$ cat config.mk
export PLATFORM = sky130hd
export DESIGN_NAME = periph_bus_ctrl
export DESIGN_NICKNAME = d
export VERILOG_FILES = /design/src/rtl/periph_bus_pkg.sv /design/src/rtl/periph_addr_decode.sv /design/src/rtl/periph_bus_ctrl.sv
export SDC_FILE = /design/constraint.sdc
export NUM_CORES = 1
export LEC_CHECK = 0
export CAP_MARGIN = 5
export CELL_PAD_IN_SITES_DETAIL_PLACEMENT = 1
export CELL_PAD_IN_SITES_GLOBAL_PLACEMENT = 1
export CORE_MARGIN = 2
export CORE_UTILIZATION = 31
export DETAILED_ROUTE_END_ITERATION = 8
export PLACE_DENSITY_LB_ADDON = 0.3
export SYNTH_ARGS = -nofsm -noshare
export SYNTH_HDL_FRONTEND = slang
export SYNTH_SLANG_ARGS = --single-unit
$ cat constraint.sdc
create_clock -name clk -period 3.1 [get_ports clk]
set_input_delay 0.465 -clock clk [delete_from_list [all_inputs] [get_ports clk]]
set_output_delay 0.465 -clock clk [all_outputs]
set_load 0.005 [all_outputs]
$ cat src/rtl/periph_bus_pkg.sv
// Shared types and constants for the peripheral bus controller.
// Slave count, read-select encoding and FSM state type.
package periph_bus_pkg;

  localparam int NSLAVES = 5;
  localparam logic [2:0] RDSEL_NONE = 3'b111;

  typedef enum logic [1:0] {
    IDLE,
    WAIT,
    RESP
  } bus_state_t;

  typedef logic [2:0] rdsel_t;

endpackage

$ cat src/rtl/periph_addr_decode.sv
// Address decoder: maps the 4 KB page field onto slaves 0..4.
// Anything above page 4, or with high bits set, is unmapped.
module periph_addr_decode
  import periph_bus_pkg::*;
#(
  parameter int ADDR_WIDTH = 32,
  parameter int PAGE_LSB   = 12
) (
  input  logic [ADDR_WIDTH-1:0] addr_i,
  output logic                  mapped_o,
  output rdsel_t                idx_o
);

  logic [3:0] page;
  logic [ADDR_WIDTH-PAGE_LSB-5:0] hi;
  logic unused_lsb;

  assign page = addr_i[PAGE_LSB+3:PAGE_LSB];
  assign hi   = addr_i[ADDR_WIDTH-1:PAGE_LSB+4];
  assign unused_lsb = ^addr_i[PAGE_LSB-1:0];

  assign mapped_o = (hi == '0) && (page <= 4'd4);
  assign idx_o    = page[2:0];

endmodule

$ cat src/rtl/periph_bus_ctrl.sv
// Peripheral bus controller: req/ack front end, strobe generation,
// per-slave latency counting and registered mux read-select.
module periph_bus_ctrl
  import periph_bus_pkg::*;
#(
  parameter int ADDR_WIDTH = 32,
  parameter int PAGE_LSB   = 12,
  parameter int LAT0       = 1,
  parameter int LAT1       = 1,
  parameter int LAT2       = 1,
  parameter int LAT3       = 1,
  parameter int LAT4       = 4
) (
  input  logic                  clk,
  input  logic                  rst_n,
  input  logic                  req_i,
  input  logic                  we_i,
  input  logic [ADDR_WIDTH-1:0] addr_i,
  output logic                  ack_o,
  output logic                  err_o,
  output logic                  busy_o,
  output logic [NSLAVES-1:0]    cs_o,
  output logic [NSLAVES-1:0]    we_o,
  output logic [2:0]            rdsel_o
);

  logic   mapped;
  rdsel_t idx;

  periph_addr_decode #(
    .ADDR_WIDTH(ADDR_WIDTH),
    .PAGE_LSB  (PAGE_LSB)
  ) u_dec (
    .addr_i  (addr_i),
    .mapped_o(mapped),
    .idx_o   (idx)
  );

  bus_state_t         state_q, state_d;
  logic [3:0]         cnt_q, cnt_d;
  logic               ack_q, ack_d;
  logic               err_q, err_d;
  logic [NSLAVES-1:0] cs_q, cs_d;
  logic [NSLAVES-1:0] we_q, we_d;
  rdsel_t             rdsel_q, rdsel_d;
  logic [3:0]         lat_m1;
  logic [NSLAVES-1:0] onehot;

  always_comb begin
    case (idx)
      3'd0:    lat_m1 = 4'(LAT0 - 1);
      3'd1:    lat_m1 = 4'(LAT1 - 1);
      3'd2:    lat_m1 = 4'(LAT2 - 1);
      3'd3:    lat_m1 = 4'(LAT3 - 1);
      3'd4:    lat_m1 = 4'(LAT4 - 1);
      default: lat_m1 = 4'd0;
    endcase
  end

  assign onehot = NSLAVES'(1) << idx;

  // Strobes and ack default low so each is a single-cycle pulse.
  always_comb begin
    state_d = state_q;
    cnt_d   = cnt_q;
    ack_d   = 1'b0;
    err_d   = 1'b0;
    cs_d    = '0;
    we_d    = '0;
    rdsel_d = rdsel_q;
    unique case (state_q)
      IDLE: begin
        if (req_i) begin
          if (mapped) begin
            rdsel_d = idx;
            cs_d    = onehot;
            we_d    = onehot & {NSLAVES{we_i}};
            cnt_d   = lat_m1;
            state_d = WAIT;
          end else begin
            rdsel_d = RDSEL_NONE;
            ack_d   = 1'b1;
            err_d   = 1'b1;
            state_d = RESP;
          end
        end
      end
      WAIT: begin
        if (cnt_q != 4'd0) begin
          cnt_d = cnt_q - 4'd1;
        end else begin
          ack_d   = 1'b1;
          state_d = RESP;
        end
      end
      RESP: state_d = IDLE;
      default: state_d = IDLE;
    endcase
  end

  always_ff @(posedge clk or negedge rst_n) begin
    if (!rst_n) begin
      state_q <= IDLE;
      cnt_q   <= '0;
      ack_q   <= 1'b0;
      err_q   <= 1'b0;
      cs_q    <= '0;
      we_q    <= '0;
      rdsel_q <= RDSEL_NONE;
    end else begin
      state_q <= state_d;
      cnt_q   <= cnt_d;
      ack_q   <= ack_d;
      err_q   <= err_d;
      cs_q    <= cs_d;
      we_q    <= we_d;
      rdsel_q <= rdsel_d;
    end
  end

  assign ack_o   = ack_q;
  assign err_o   = err_q;
  assign cs_o    = cs_q;
  assign we_o    = we_q;
  assign rdsel_o = rdsel_q;
  assign busy_o  = (state_q != IDLE);

  a_lat_range: assert property (@(posedge clk)
    (LAT0 >= 1 && LAT0 <= 15) && (LAT1 >= 1 && LAT1 <= 15) &&
    (LAT2 >= 1 && LAT2 <= 15) && (LAT3 >= 1 && LAT3 <= 15) &&
    (LAT4 >= 1 && LAT4 <= 15));

  a_cs_onehot0: assert property (@(posedge clk) disable iff (!rst_n)
    $onehot0(cs_o));

  a_ack_resp: assert property (@(posedge clk) disable iff (!rst_n)
    ack_o |-> (state_q == RESP));

endmodule

-- After elaboration in Yosys (flattened, before gate mapping)
Index checks and enable logic that the tools add are counted.
- eq/ne operators: 6
- shift operators: 1
- reduce and logical (&&, ||, !) cells: 9
- order comparisons: 1
- bitwise gates (word level): 1
- mux-type cells: 21
- add/sub/neg operators: 1
- operator list (cell ; number):
    $mux 5 ; 6
    $logic_not 16->1 ; 1
    $mux 4 ; 3
    $mux 2 ; 4
    $ne 2x2->1 const B ; 4
    $pmux 4 s2 ; 1
    $and 5x5->5 ; 1
    $shl 1x3->5 const A ; 1
    $le 4x3->1 const B ; 1
    $mux 1 ; 4
    $pmux 2 s2 ; 1
    $reduce_and 2->1 ; 2
    $reduce_and 4->1 ; 1
    $reduce_bool 2->1 ; 2
    $reduce_bool 4->1 ; 1
    $sub 4x1->4 const B ; 1
    $eq 3x3->1 const B ; 1
    $mux 3 ; 1
    $eq 2x1->1 const B ; 1
    $logic_not 2->1 ; 1
    $pmux 1 s2 ; 1
    $logic_and 1x1->1 ; 1
- output and inout port bits: 16
- input bits: 36
- register bits: 21
- logic and storage cells: 47

-- Longest topological paths before layout
Gate-level depths: netlist (run 1).
- word-level depth: 5
- gate-level depth with buffers: 6
- mapped depth without buffers: 6

-- By module
A second synthesis (run 1) with hierarchy kept.
- cells, all modules: 89
- area, all modules: 947.2 µm²
- modules (own cells, without submodules) (module ; times used ; cells each ; area each (µm²)):
    periph_bus_ctrl ; 1 ; 79 ; 875.8
    periph_addr_decode ; 1 ; 10 ; 71.3

-- Worst setup path after synthesis (run 1)
Ideal clock, no wire load.
- path type: input port to flip-flop
- from: in addr_i[20]
- to: reg cnt_q[1]
- setup time: 0.125 ns
- arrival time: 1.529 ns
- required time: 2.975 ns
- slack: 1.446 ns
- path buffers: 0
- stages on the path: 5
- cells stage by stage: nor4_2 > nand4_2 > nor2_8 > o21ai_4 > mux2_4
- longest elaborated chain between the ends: 4
- ends and longest elaborated chain (item ; RTL line ; text):
    start: declaration ; periph_bus_ctrl.sv:18 ; input logic [ADDR_WIDTH-1:0] addr_i,
    $logic_not 16->1 ; periph_addr_decode.sv:22 ; assign mapped_o = (hi == '0) && (page <= 4'd4);
    $logic_and 1x1->1 ; periph_addr_decode.sv:22 ;
    $ne 2x2->1 (no source line) ; n/a ;
    $reduce_and 4->1 (no source line) ; n/a ;
    end signal: assignment ; periph_bus_ctrl.sv:112 ; cnt_q <= cnt_d;
    end: declaration ; periph_bus_ctrl.sv:40 ; logic [3:0] cnt_q, cnt_d;
Every way passes these cells.
A chain may end at the register's enable or synchronous reset.

-- Worst setup path after layout (run 1)
- from: reg state_q[0]
- to: out busy_o
- longest elaborated chain between the ends: 1
- ends and longest elaborated chain (item ; RTL line ; text):
    start: declaration ; periph_bus_ctrl.sv:39 ; bus_state_t state_q, state_d;
    start signal: assignment ; periph_bus_ctrl.sv:111 ; state_q <= state_d;
    $reduce_bool 2->1 ; periph_bus_ctrl.sv:126 ; assign busy_o = (state_q != IDLE);
    end: declaration ; periph_bus_ctrl.sv:21 ; output logic busy_o,
Every way passes these cells.

==> results of run 1 <==
-- cell families after synthesis --
group | Yosys count
AND/OR/NAND/NOR | 44
flip-flops | 21
AO/OA/AOI/OAI | 15
buffers and inverters | 7
adder cells (fa/ha/maj) | 2
multiplexers | 1
-- worst paths after layout --
path	start	end	slack, ns
worst max-delay path	state_q[0]	busy_o	0.97
max in group asynchronous	rst_n	err_o	1.88
worst max register to register	state_q[0]	cnt_q[2]	1.45
worst min register to register	cnt_q[1]	cnt_q[1]	0.55
worst min-delay path	cnt_q[1]	cnt_q[1]	0.55
min in group asynchronous	rst_n	we_o[0]	0.66
-- report_power, final --
part / switching (mW) / leakage, nW / internal, mW
logic: 0.177 / 0.343 / 0.164
clock network: 0.0859 / 0.0150 / 0.0504
registers: 0.0443 / 0.274 / 0.317
total: 0.307 / 0.632 / 0.531
-- synthesized netlist by cell type, types with 2 or more instances --
| cell | number |
|---|---|
| nor2_1 | 11 |
| ha_1 | 2 |
| nor4_2 | 4 |
| inv_1 | 5 |
| nand2_1 | 7 |
| nand3_1 | 2 |
| dfrtp_1 | 18 |
| o22ai_1 | 3 |
| o21ai_0 | 3 |
| dfstp_2 | 3 |
| nor3_1 | 7 |
| nand2b_1 | 3 |
| o22a_1 | 3 |
-- critical path: stages (launching register included) --
cell and delay (ns):
dfrtp_1 0.48, nor2_1 0.27, inv_1 0.14, clkdlybuf4s50_1 0.47
-- cell type report --
cell class,count,area share (%)
clock buffer,4,1.77
inverter,5,1.26
multi-input combinational,62,31.5
sequential,21,35.6
tap,44,3.70
timing repair buffer,39,26.2
-- registers in the layout, indices dropped and copies added, names as in the netlist --
name,count
cs_o,5
we_o,5
cnt_q,4
rdsel_o,3
state_q,2
ack_o,1
err_o,1
-- layer usage --
| metal | GRT usage [%] | share of wire [%] |
|---|---|---|
| met2 | 28.1 | 54 |
| met4 | 8.51 | 2.4 |
| met3 | 2.31 | 5.0 |
| met5 | 0 | 0 |
| met1 | 14.2 | 39 |
-- per-stage QoR --
stage / setup WS (ns) / hold slack (ns) / utilization, % / area (sq um) / std cells
floorplan: 1.45 / 0.169 / - / 1020 / 90
global placement: 0.924 / 0.518 / 47.1 / 1460 / 171
detailed placement: 0.892 / 0.524 / 47.1 / 1460 / 171
CTS: 0.945 / 0.550 / 47.9 / 1490 / 175
global route: 0.867 / 0.584 / 47.9 / 1490 / 175
finish: 0.965 / 0.551 / 47.9 / 1490 / 175
==> summary.txt, run 1 <==
Cells and area
  • Nets: 170
  • Diodes inserted: 0
  • Ratio of cells with drive above 1 in the final layout: 15.3%
  • Filler Cell Count: approximately 370
  • Commonest non-fill, non-tap cell in the layout: clkdlybuf4s50_1
  • Commonest cells after routing, fill and taps aside: 39 x clkdlybuf4s50_1, 18 x dfrtp_1, 11 x nor2_1
  • Multi-input logic area: about 470 sq um
  • Synthesis-to-layout area growth: 45.2%
  • Register area: ~530 sq um

Clocking
  • Clock root buffer: clkbuf_4
  • Hold-fix buffers, CTS: 0
  • Number of CTS-inserted buffers: 3
  • Clock Latency Late Sink: slightly above 0.3 ns
  • Resized cells post-CTS: 0
  • Worst-case clock buffer depth: 2
  • CTS tree: built
  • Clk pin slew, worst setup/hold paths: 0.12 ns
  • H-tree depth: 1
  • Clock Sinks: 21
  • Post-CTS Setup Bufs: 0

Synthesis
  • Mux contribution to synthesized area: around 1.5%
  • Mapped Area: between 1000 and 1500 sq um
  • Post-synthesis simple-gate area fraction: between 20 and 30%
  • Synth Warn #: 0
  • EDFF count, synth: 0
  • Cell count after synthesis: 90
  • Most used DFF post-synth: dfrtp_1
  • Synth top area cells: dfrtp_1 44%, dfstp_2 7.7%, nor4_2 4.9%
  • Syn Nets: around 130
  • Distinct cells, synth: 32
  • Seq/Total Area, Yosys: just over 50%
  • Mean post-synth cell area: around 11 sq um
  • Post-synth ARST share: 100%
  • Largest family of logic cells by synthesized area: simple AND/OR/NAND/NOR gates
  • Post-Synth Adder-Cell Area: roughly 2.4%
  • Yosys top cell by area: dfrtp_1
  • Synth Area in Compound Gates: 13.2%
  • Post-synth top area share: 44.0%
  • Flops & latches, synth: 21
  • Synth Area in XOR/XNOR: 0%

Floorplanning
  • Initial Util: 33.0%
  • DIE AREA: around 3800 sq um
  • Die Y-Extent: 61.5 microns
  • Chip width: 61.5 microns
  • Site row count: 20
  • Core Area: 3100 sq um
  • # IOs: 52

Min path
  • Hold Path Class: register to register
  • WHS Path Cells: 1

Run status
  • Outcome: finished, final reports clean

Place
  • Routability cong.: 0.780
  • I/O Buffers: 39
  • Detailed placement HPWL: a little under 2000 microns

Routing
  • Via count: 862
  • DRC: 0
  • Initial DRC Count: 9
  • Post-route ant nets: 0
  • Drt total wl: 2400 microns
  • Vias per std cell: about 4.9
  • Per-cell routed wire length: 13.7 microns
  • Drt pass-1 iters: 4

Worst setup path
  • Critical Path Source Type: register
  • Worst path arrival time: 1.67 ns
  • Worst setup EP type: output pin
  • WS Path Type: register to output pin
  • Crit Path Max Fanout: 6
  • Critical path required time: 2.63 ns
  • R2r worst-path depth: 4

Run
  • Total of max-cap violations: 0

STA
  • Clock skew: between 0.0015 and 0.002 ns
  • Setup Viol. Count Final: 0
  • Final TNS setup: 0 ns
  • Unrepaired setup endpoints after global routing: false
  • Final Hold Vio Count: 0
  • Slew margin rel.: 38.0%
  • Post-layout min period: about 2.1 ns
  • Max Slew Vio Count: 0
  • Highest clock rate: 0.468 GHz
  • Tightest Pin Transition: ~0.9 ns
  • Tcrit/Tclk final: 68.9%

Global route
  • First-pass GRT wire length: a little under 4000 microns
  • Overflow after GRT: 0
  • Largest net degree at the start of global routing: 22
  • Antenna violations before repair: 0
  • Vias in the first global route: 882
  • Gr usage total: about 15%

Power
  • Leakage: 0.632 nW
  • VDD IR max: 0.256 mV
  • Pwr Total: roughly 840 uW
  • PD cells: approximately 560 nW/um^2
(Power assumes the default switching activity.)
==> inputs of run 2 (changes only) <==
--- a/config.mk
+++ b/config.mk
@@ -9,7 +9,7 @@
 export CELL_PAD_IN_SITES_DETAIL_PLACEMENT = 1
 export CELL_PAD_IN_SITES_GLOBAL_PLACEMENT = 1
 export CORE_MARGIN = 2
-export CORE_UTILIZATION = 31
+export CORE_UTILIZATION = 26
 export DETAILED_ROUTE_END_ITERATION = 8
 export PLACE_DENSITY_LB_ADDON = 0.3
 export SYNTH_ARGS = -nofsm -noshare
==> constraint.sdc (replaced) <==
create_clock -name clk -period 1.8 [get_ports clk]
set_input_delay 0.27 -clock clk [delete_from_list [all_inputs] [get_ports clk]]
set_output_delay 0.27 -clock clk [all_outputs]
set_load 0.005 [all_outputs]
==> run 2 against run 1 <==
Compared with the run above: via count grew 3.2%; critical path depth unchanged; die area up 18%; wire length up 11%; global-route usage down 1.1 points; register-to-register slack worse by 1.3 ns; clock power up 120%.
==> summary.txt, run 2 (synthesis results as in run 1) <==
Clocking
  • H-tree depth: 1
  • Worst-case clock buffer depth: 2
  • Resized cells post-CTS: 2
  • Hold-fix buffers, CTS: 0
  • Clk pin slew, worst setup/hold paths: about 0.080 ns
  • Post-CTS Setup Bufs: 0
  • CTS tree: built
  • Clock Latency Late Sink: ~0.26 ns
  • Clock Sinks: 21
  • Number of CTS-inserted buffers: 3
  • Clock root buffer: clkbuf_8

STA
  • Clock skew: slightly below 0.007 ns
  • Slew margin rel.: 78.1%
  • Post-layout min period: between 1.5 and 2 ns
  • Final Hold Vio Count: 0
  • Max Slew Vio Count: 0
  • Tcrit/Tclk final: between 90% and 100%
  • Tightest Pin Transition: about 0.33 ns
  • Highest clock rate: roughly 0.58 GHz
  • Setup Viol. Count Final: 0
  • Unrepaired setup endpoints after global routing: false
  • Setup WS post-layout: around 0.078 ns

Routing
  • Vias per std cell: between 4 and 5
  • Drt pass-1 iters: 4
  • Via count: a little under 900
  • Drt total wl: roughly 2700 microns
  • Per-cell routed wire length: 13.8 microns
  • Post-route ant nets: 0
  • DRC: 0
  • Initial DRC Count: 31

Cells and area
  • Commonest cells after routing, fill and taps aside: 39 x clkdlybuf4s50_1, 17 x dfrtp_1, 14 x buf_4
  • Filler Cell Count: between 400 and 500
  • Register area: approximately 530 sq um
  • Finished Layout Cells: 193
  • Ratio of cells with drive above 1 in the final layout: 24.8%
  • Multi-input logic area: 475 sq um
  • Diodes inserted: 0
  • Final Cell Area: between 1500 and 2000 sq um
  • Nets: about 180
  • Commonest non-fill, non-tap cell in the layout: clkdlybuf4s50_1
  • Synthesis-to-layout area growth: 58.6%

Worst setup path
  • Crit-path max cell delay: roughly 0.48 ns
  • Critical Path Source Type: register
  • Critical path required time: 1.53 ns
  • Worst path arrival time: about 1.5 ns
  • WS Path Type: register to output pin
  • Worst setup EP type: output pin
  • Crit path cell chain: nor2_4 -> inv_1 -> clkdlybuf4s50_1
  • Critical path buffers and inverters: 2
  • Critical path's top delay family: buffers and inverters
  • CP max stage cell: dfrtp_2
  • Crit Path Max Fanout: 6

Place
  • Worst slack, placed: -0.180 ns
  • Detailed placement HPWL: ~2200 microns
  • Placed cells: between 150 and 200
  • Routability cong.: 0.781
  • Placed cell area: 1570 sq um
  • I/O Buffers: 39

Floorplanning
  • # IOs: between 50 and 60
  • Chip width: around 67 microns
  • Initial Util: 27.6%
  • Core Area: between 3000 and 4000 sq um
  • Site row count: 22
  • DIE AREA: about 4500 sq um
  • Die Y-Extent: between 60 and 70 microns

Global route
  • Gr usage total: around 13%
  • Vias in the first global route: 988
  • Largest net degree at the start of global routing: 22
  • First-pass GRT wire length: 4460 microns
  • Overflow after GRT: 0
  • Antenna violations before repair: 0

Run status
  • Outcome: finished, final reports clean

Power
  • PD cells: a little under 1000 nW/um^2
  • Leakage: 0.709 nW
  • VDD IR max: 0.517 mV

Run
  • Total of max-cap violations: 0

Min path
  • Hold Path Class: primary input to async pin
## run 2: worst register-to-register path, cell delays in order (launching register included)
cell,delay (ns)
dfrtp_1,0.39
inv_1,0.10
ha_1,0.26
a311o_1,0.34
nor3_1,0.21
a21oi_1,0.07
o22ai_1,0.16
## run 2: layer usage
metal,global-route usage [%],vias up,wire length [microns]
met2,24.5,21,1410
met4,4.59,0,12
li1,-,434,-
met3,1.86,2,122
met1,16.0,433,1120
met5,0,-,0
## run 2: cell type report
cell class	count	area share, %
sequential	21	32.6
timing repair buffer	53	30.5
multi-input combinational	62	29.3
tap	48	3.70
clock buffer	4	2.77
inverter	5	1.15
## run 2: worst paths after layout
kind	from	end	slack, ns	cells after the start
min	rst_n	cs_o[0]	0.36	2
min reg2reg	cnt_q[1]	cnt_q[1]	0.56	1
max reg2reg	cnt_q[0]	cnt_q[3]	0.19	6
max	state_q[0]	busy_o	0.08	3
min in group clk	cnt_q[1]	cnt_q[1]	0.56	1
max in group asynchronous	rst_n	rdsel_o[1]	1.15	2
## run 2: stage by stage
stage / TNS, ns / total power, mW / hold slack, ns / util (%)
floorplan: 0 / 0.989 / -0.0256 / -
global placement: -1.57 / 1.24 / 0.518 / 42.3
detailed placement: -1.96 / 1.28 / 0.537 / 42.3
CTS: 0 / 1.60 / 0.374 / 43.6
global route: 0 / 1.71 / 0.380 / 43.7
finish: 0 / 1.59 / 0.364 / 43.7
## run 2: where the power goes
| part | total, mW | switching (mW) | leakage, nW | internal (mW) |
|---|---|---|---|---|
| logic | 0.659 | 0.325 | 0.413 | 0.333 |
| registers | 0.626 | 0.0767 | 0.273 | 0.549 |
| clock network | 0.304 | 0.146 | 0.0228 | 0.157 |
| total | 1.59 | 0.548 | 0.709 | 1.04 |
